==> src/rtl/sync_fifo_if.sv <==
`default_nettype none
// ============================================================================
// Module      : sync_fifo_if
// Description : Write/read handshake bundle for sync_fifo. The master modport
//               is the user side (producer + consumer); the slave modport is
//               the FIFO itself.
// Revision    : 1.0 - initial release
// ============================================================================
interface sync_fifo_if #(
  parameter int DSIZE = 32,
  parameter int ASIZE = 2
);
  // Write side
  logic             winc;
  logic [DSIZE-1:0] wdata;
  logic             wfull;
  logic             awfull;
  // Read side
  logic             rinc;
  logic [DSIZE-1:0] rdata;
  logic             rempty;
  logic             arempty;

  modport master (
    output winc,
    output wdata,
    input  wfull,
    input  awfull,
    output rinc,
    input  rdata,
    input  rempty,
    input  arempty
  );

  modport slave (
    input  winc,
    input  wdata,
    output wfull,
    output awfull,
    input  rinc,
    output rdata,
    output rempty,
    output arempty
  );
endinterface
`default_nettype wire

==> src/rtl/sync_fifo_ram.sv <==
`default_nettype none
// ============================================================================
// Module      : sync_fifo_ram
// Description : DSIZE x 2^ASIZE storage array with a synchronous write port
//               and an asynchronous read port. Contents are never reset.
// Revision    : 1.0 - initial release
// ============================================================================
module sync_fifo_ram #(
  parameter int DSIZE = 32,
  parameter int ASIZE = 2
) (
  input  wire logic             clk,
  input  wire logic             we,
  input  wire logic [ASIZE-1:0] waddr,
  input  wire logic [DSIZE-1:0] wdata,
  input  wire logic [ASIZE-1:0] raddr,
  output logic      [DSIZE-1:0] rdata
);

  localparam int c_DEPTH = 1 << ASIZE;

  logic [DSIZE-1:0] r_mem [c_DEPTH];

  // Write port: store the word on the rising edge when enabled
  always_ff @(posedge clk) begin
    if (we) begin
      r_mem[waddr] <= wdata;
    end
  end

  // Read port is asynchronous so the head word falls through immediately
  assign rdata = r_mem[raddr];

endmodule
`default_nettype wire

==> src/rtl/sync_fifo.sv <==
`default_nettype none
// ============================================================================
// Module      : sync_fifo
// Description : Single-clock first-word-fall-through FIFO, 2^ASIZE words of
//               DSIZE bits, with full/empty and almost-full/almost-empty
//               flags decoded from a registered occupancy counter.
// Revision    : 1.0 - initial release
// ============================================================================
module sync_fifo #(
  parameter int DSIZE = 32,
  parameter int ASIZE = 2
) (
  input wire logic  clk,
  input wire logic  rst,
  sync_fifo_if.slave bus
);

  // Occupancy thresholds, sized to the counter (ASIZE+1 bits)
  localparam logic [ASIZE:0] c_DEPTH    = {1'b1, {ASIZE{1'b0}}};
  localparam logic [ASIZE:0] c_DEPTH_M1 = {1'b0, {ASIZE{1'b1}}};
  localparam logic [ASIZE:0] c_ONE      = (ASIZE+1)'(1);
  localparam logic [ASIZE:0] c_ZERO     = '0;

  logic [ASIZE-1:0] r_wptr;
  logic [ASIZE-1:0] r_rptr;
  logic [ASIZE:0]   r_cnt;
  logic             w_wr_en;
  logic             w_rd_en;

  // Requests are qualified by the flags of the current cycle, so a write
  // while full or a read while empty is discarded regardless of the other
  // side's activity.
  assign w_wr_en = bus.winc && !bus.wfull;
  assign w_rd_en = bus.rinc && !bus.rempty;

  // Pointer and occupancy update; reset discards every stored word
  always_ff @(posedge clk) begin
    if (rst) begin
      r_wptr <= '0;
      r_rptr <= '0;
      r_cnt  <= '0;
    end else begin
      if (w_wr_en) begin
        r_wptr <= r_wptr + ASIZE'(1);
      end
      if (w_rd_en) begin
        r_rptr <= r_rptr + ASIZE'(1);
      end
      case ({w_wr_en, w_rd_en})
        2'b10:   r_cnt <= r_cnt + c_ONE;
        2'b01:   r_cnt <= r_cnt - c_ONE;
        default: r_cnt <= r_cnt;
      endcase
    end
  end

  // Flags come straight from the registered count: no extra latency
  assign bus.wfull   = (r_cnt == c_DEPTH);
  assign bus.awfull  = (r_cnt >= c_DEPTH_M1);
  assign bus.rempty  = (r_cnt == c_ZERO);
  assign bus.arempty = (r_cnt <= c_ONE);

  sync_fifo_ram #(
    .DSIZE (DSIZE),
    .ASIZE (ASIZE)
  ) u_ram (
    .clk   (clk),
    .we    (w_wr_en),
    .waddr (r_wptr),
    .wdata (bus.wdata),
    .raddr (r_rptr),
    .rdata (bus.rdata)
  );

endmodule
`default_nettype wire

==> src/flat_wrapper.sv <==
// flat-port wrapper written by rule: the top's interface ports become plain ports
module sync_fifo_flat 
#(
  parameter int DSIZE = 32,
  parameter int ASIZE = 2
)
  (clk, rst, bus_winc, bus_wdata, bus_wfull, bus_awfull, bus_rinc, bus_rdata, bus_rempty, bus_arempty);
  sync_fifo_if #(.DSIZE(DSIZE), .ASIZE(ASIZE)) bus_i ();
  input wire logic clk;
  input wire logic rst;
  input wire logic [$bits(bus_i.winc)-1:0] bus_winc;
  input wire logic [$bits(bus_i.wdata)-1:0] bus_wdata;
  output wire logic [$bits(bus_i.wfull)-1:0] bus_wfull;
  output wire logic [$bits(bus_i.awfull)-1:0] bus_awfull;
  input wire logic [$bits(bus_i.rinc)-1:0] bus_rinc;
  output wire logic [$bits(bus_i.rdata)-1:0] bus_rdata;
  output wire logic [$bits(bus_i.rempty)-1:0] bus_rempty;
  output wire logic [$bits(bus_i.arempty)-1:0] bus_arempty;
  assign bus_i.winc = bus_winc;
  assign bus_i.wdata = bus_wdata;
  assign bus_wfull = bus_i.wfull;
  assign bus_awfull = bus_i.awfull;
  assign bus_i.rinc = bus_rinc;
  assign bus_rdata = bus_i.rdata;
  assign bus_rempty = bus_i.rempty;
  assign bus_arempty = bus_i.arempty;
  sync_fifo #(.DSIZE(DSIZE), .ASIZE(ASIZE)) u_core (.clk(clk), .rst(rst), .bus(bus_i));
endmodule
==> config.mk <==
export PLATFORM = sky130hd
export DESIGN_NAME = sync_fifo_flat
export DESIGN_NICKNAME = d
export VERILOG_FILES = /design/src/rtl/sync_fifo_if.sv /design/src/rtl/sync_fifo_ram.sv /design/src/rtl/sync_fifo.sv /design/src/flat_wrapper.sv
export SDC_FILE = /design/constraint.sdc
export NUM_CORES = 1
export LEC_CHECK = 0
export BUFFER_PORTS_ARGS = -buffer_cell sky130_fd_sc_hd__buf_4
export CORE_MARGIN = 2
export CORE_UTILIZATION = 56
export DETAILED_ROUTE_END_ITERATION = 10
export PLACE_DENSITY = 0.78
export SLEW_MARGIN = 20
export SYNTH_ARGS = -nofsm -noshare
export SYNTH_HDL_FRONTEND = slang
export SYNTH_SLANG_ARGS = --single-unit
==> constraint.sdc <==
create_clock -name clk -period 2.4 [get_ports clk]
set_input_delay 0.24 -clock clk [delete_from_list [all_inputs] [get_ports clk]]
set_output_delay 0.24 -clock clk [all_outputs]
set_load 0.02 [all_outputs]
After elaboration in Yosys (flattened, before gate mapping)
Memory sizes are Yosys's and may differ from the RTL's. A register that Yosys moved wholly into a read port is not among the register bits. Index checks and enable logic that the tools add are counted.

$add $sub $neg: 4. Reductions and logical operators: 6. Equal/unequal tests: 3. Multiplexer cells: 5. Magnitude comparators: 2.

Operators by type and width (count): $pmux W3 S2 (1); $add A2 B1 Y2 const B (2); $mux W2 (2); $add A3 B1 Y3 const B (1); $eq A3 B3 Y1 const B (1); $ge A3 B2 Y1 const B (1); $le A3 B1 Y1 const B (1); $logic_not A3 Y1 (1); $sub A3 B1 Y3 const B (1); $eq A2 B1 Y1 const B (1); $eq A2 B2 Y1 const B (1); $logic_and A1 B1 Y1 (2); $logic_not A1 Y1 (2); $mux W1 (2); $reduce_bool A2 Y1 (1).

Memory bits (writable): 128. Word-level logic and storage cells: 24. Bits of input ports: 36. Output and inout port bits: 36. Bits in registers: 7. Memories kept: 1.

Memories: u_core.u_ram.r_mem (depth 4, width 32, rd ports 1, clocked after Yosys merged registers in 1, write ports 1, RTL line sync_fifo_ram.sv:22) `logic [DSIZE-1:0] r_mem [c_DEPTH];`.

Longest topological paths before layout
Word-level depth: 5. Depth in mapped cells: 8. Mapped depth without buffers: 8.

By module
Synthesis repeated with hierarchy kept, for this count alone.

Cells, all modules: 223. Area, all modules: 5113.7 um^2.

By module, submodules not included: sync_fifo_ram (cells each 171, area each 4689.5 um^2, times used 1); sync_fifo (cells each 52, area each 424.2 um^2, times used 1).

Least setup slack after synthesis
OpenSTA, ideal clock, no wires.

Path type: reg-to-reg. From: register u_core.r_cnt[0]. To: memory u_core.u_ram.r_mem[0][0], enable pin. Setup time: 0.374 ns. Buffers on the path: 0. Data required time: 2.026 ns. Setup slack: 0.443 ns. Arrival: 1.583 ns. Stages on the path, launching flop included: 5. Cell sequence: dfxtp_1 > inv_1 > ha_1 > a21boi_1 > and2_2.

Longest elaborated chain between the ends: 5.

RTL lines: start: declaration (RTL line sync_fifo.sv:26) `logic [ASIZE:0] r_cnt;`; start signal: assignment (RTL line sync_fifo.sv:50) `2'b10: r_cnt <= r_cnt + c_ONE;`; start signal: assignment (RTL line sync_fifo.sv:51) `2'b01: r_cnt <= r_cnt - c_ONE;`; start signal: assignment (RTL line sync_fifo.sv:52) `default: r_cnt <= r_cnt;`; $eq A3 B3 Y1 (RTL line sync_fifo.sv:58) `assign bus.wfull = (r_cnt == c_DEPTH);`; $logic_not A1 Y1 (RTL line sync_fifo.sv:33) `assign w_wr_en = bus.winc && !bus.wfull;`; $logic_and A1 B1 Y1 (RTL line sync_fifo.sv:33); $mux W1 (RTL line sync_fifo_ram.sv:26) `if (we) begin`; $mux W1 (implied by the code) (RTL line sync_fifo_ram.sv:27) `r_mem[waddr] <= wdata;`; end: declaration (RTL line sync_fifo_ram.sv:22).

Every way passes these cells.

==> metrics <==
clk slew on worst S/H paths 0.06 ns; reg-to-reg slack, setup around 0.25 ns; largest net degree at the start of global routing 33; DRT Pass-1 Iters 4; unrepaired setup endpoints after global routing no; Post-CTS Resized 0; synth unique cells 24; vias in the first global route ~2700; Slew HR a little under two thirds; Worst Setup End Kind primary output; ys flop type edfxtp_1; leakage power 2.41 nW; EDFF count, synth ~130; synth warn 0; Crit Path Max Fanout 15; share of cells above drive strength 1 42.1%; pre-CTS WS 0.293 ns; Core Box Area 9110 µm²; fmax 464 MHz; Max rail drop VDD 735 µV; I/O Buffers 71; Die Wd 100 µm; CTS Buf Count 17; TNS Setup 0 ns; n_diodes 0; Starting DRT DRC Count 118; Worst Path Required approximately 2.2 ns; gr usage total 20.0%; Inst Count DP 414; critical path class register to primary output; outcome finished clean; total power 0.00716 W; row count 35; Synth Net Count 275; Syn Area/Cell 22.6 µm²; clock skew approximately 0.011 ns; FF+latch count, synth 137; Mapped Area 5170 µm²; fill count around 540; Area contributors post-synth edfxtp_1 74%, mux4_2 14%, dfxtp_1 3.5%; DR vias/cell 5.43; routed length per instance 19.3 µm; Mapped Cells 229; r2r startpoint u_core.r_cnt[0]$_SDFFE_PP0P_; Cell Pwr Density 1060 nW/µm²; initial antenna violation count 0; most common cell in the netlist edfxtp_1; R2R Path End u_core.r_cnt[2]$_SDFFE_PP0P_; hold depth 4; Hold Startpoint bus_rinc; Routed Antenna Nets 0; Hold WS about 0.19 ns; Final setup viols 0; top cells by count, synth 128 x edfxtp_1, 32 x mux4_2, 10 x ha_1; Clock Path Buffers 2; Routed WL 9.22 mm; Starting Density 56.8%; TritonCTS clock tree yes; first-pass GRT wire length 14.3 mm; Slew Limit Fails 0; cells on worst reg2reg path 8; clk_lat worst skew between 0.5 and 0.6 ns; DRC violations left 0; Slew @ Worst Pin 0.540 ns; Die Y 100 µm; clk sink count 137; P&R area growth vs syn 31.0%; Final period util 89.8%; I/O pin total 72; root buffer cell clkbuf_8; HPWL Detailed 5.43 mm; Hold Path Class primary input to register; via count 2601; final hold violations 0; ys async rst share 0%; post-route setup slack ~0.25 ns; share of the synthesized area in the top cell type 74.3%; die area 10000 µm²; Finished Layout Cells roughly 480; gpl congestion 0.762; Seq/Total Area, Yosys between 70 and 80%; CP Launch Type register; Tmin final 2.15 ns; CP arrival 1.91 ns; max-cap viol count 0; fin nets 401; H-tree levels 4; gr ovfl total 0; leading area contributor after synthesis edfxtp_1
[through the flow]
stage / cell area [µm²] / util, %
after floorplan: 5170 / -
after global placement: 5880 / 64.6
after detailed placement: 5880 / 64.6
after CTS: 6780 / 74.4
after global routing: 6780 / 74.4
final: 6780 / 74.4
[cell families (layout without fill, tap and decap cells)]
group / count (synthesis) / after routing / share of synthesized area, %
AOI/OAI and AO/OA: 10 / 10 / 1.09
adders and majority gates: 10 / 10 / 2.42
and+or+nand+nor: 20 / 20 / 2.15
DFF: 137 / 137 / 77.8
muxes: 34 / 34 / 14.3
buffers and inverters: 15 / 154 / 1.74
xor gates and xnor gates: 3 / 3 / 0.508
[layer usage]
layer | vias up | track usage (%) | part of all wire, %
met5 | - | 0 | 0
met1 | 1309 | 24.3 | 42
met2 | 93 | 32.3 | 52
met3 | 9 | 8.01 | 5.0
met4 | 0 | 8.22 | 1.1
li1 | 1190 | - | -
[placed cells by master (no fill, tap or decap), drive strengths merged]
master,instances
nor3,1
nor2b,3
and2,5
buf,82
nor3b,1
a21boi,1
mux2i,1
clkinvlp,4
or3,1
bufinv,1
o21ai,3
mux4,32
ha,10
dlygate4sd3,33
a31oi,1
xor2,2
a21oi,4
dfxtp,9
a211oi,1
clkinv,1
clkbuf,17
nor2,9
inv,16
mux2,1
edfxtp,128
xnor2,1
[report_power, final]
part | switching, W | internal (W)
logic | 0.000910 | 0.000831
clock network | 0.00104 | 0.00141
registers | 0.0000971 | 0.00287
total | 0.00204 | 0.00512
[worst max path at each step]
stage	endpoint	slack, ns	depth (start not counted)
global route	u_core.r_cnt[2]$_SDFFE_PP0P_	0.03	8
finish	bus_rdata[0]	0.25	3
detailed placement	u_core.r_cnt[2]$_SDFFE_PP0P_	0.29	8
global placement	u_core.r_cnt[2]$_SDFFE_PP0P_	0.37	8
floorplan	u_core.u_ram.r_mem[0][0]$_DFFE_PP_	0.44	4
CTS	bus_rdata[26]	0.19	3
[flip-flops by register name (all words and copies together), names as in the netlist, named ones only]
name                count
u_core.r_rptr           2
u_core.r_wptr           2
u_core.r_cnt            3
u_core.u_ram.r_mem    128
[layout make-up]
cell class                      count  area, µm²  area share (%)
Sequential cell                   137       4030            59.4
Multi-Input combinational cell     77       1060            15.6
Timing Repair Buffer              115        958            14.1
Clock buffer                       17        414            6.11
Clock inverter                     15        155            2.29
Tap cell                          111        139            2.05
Inverter                            7       26.3           0.388
[critical path: stages, from the launching register on]
cell     delay (ns)
dfxtp_2        0.59
buf_4          0.29
mux4_2         0.35
buf_4          0.18
[timing repair]
action | 4_1_cts | 5_1_grt
hold endpoints to repair | 135 | 0
hold buffers | 33 | 0
buffers inserted | 0 | 0
(Power assumes the default switching activity.)
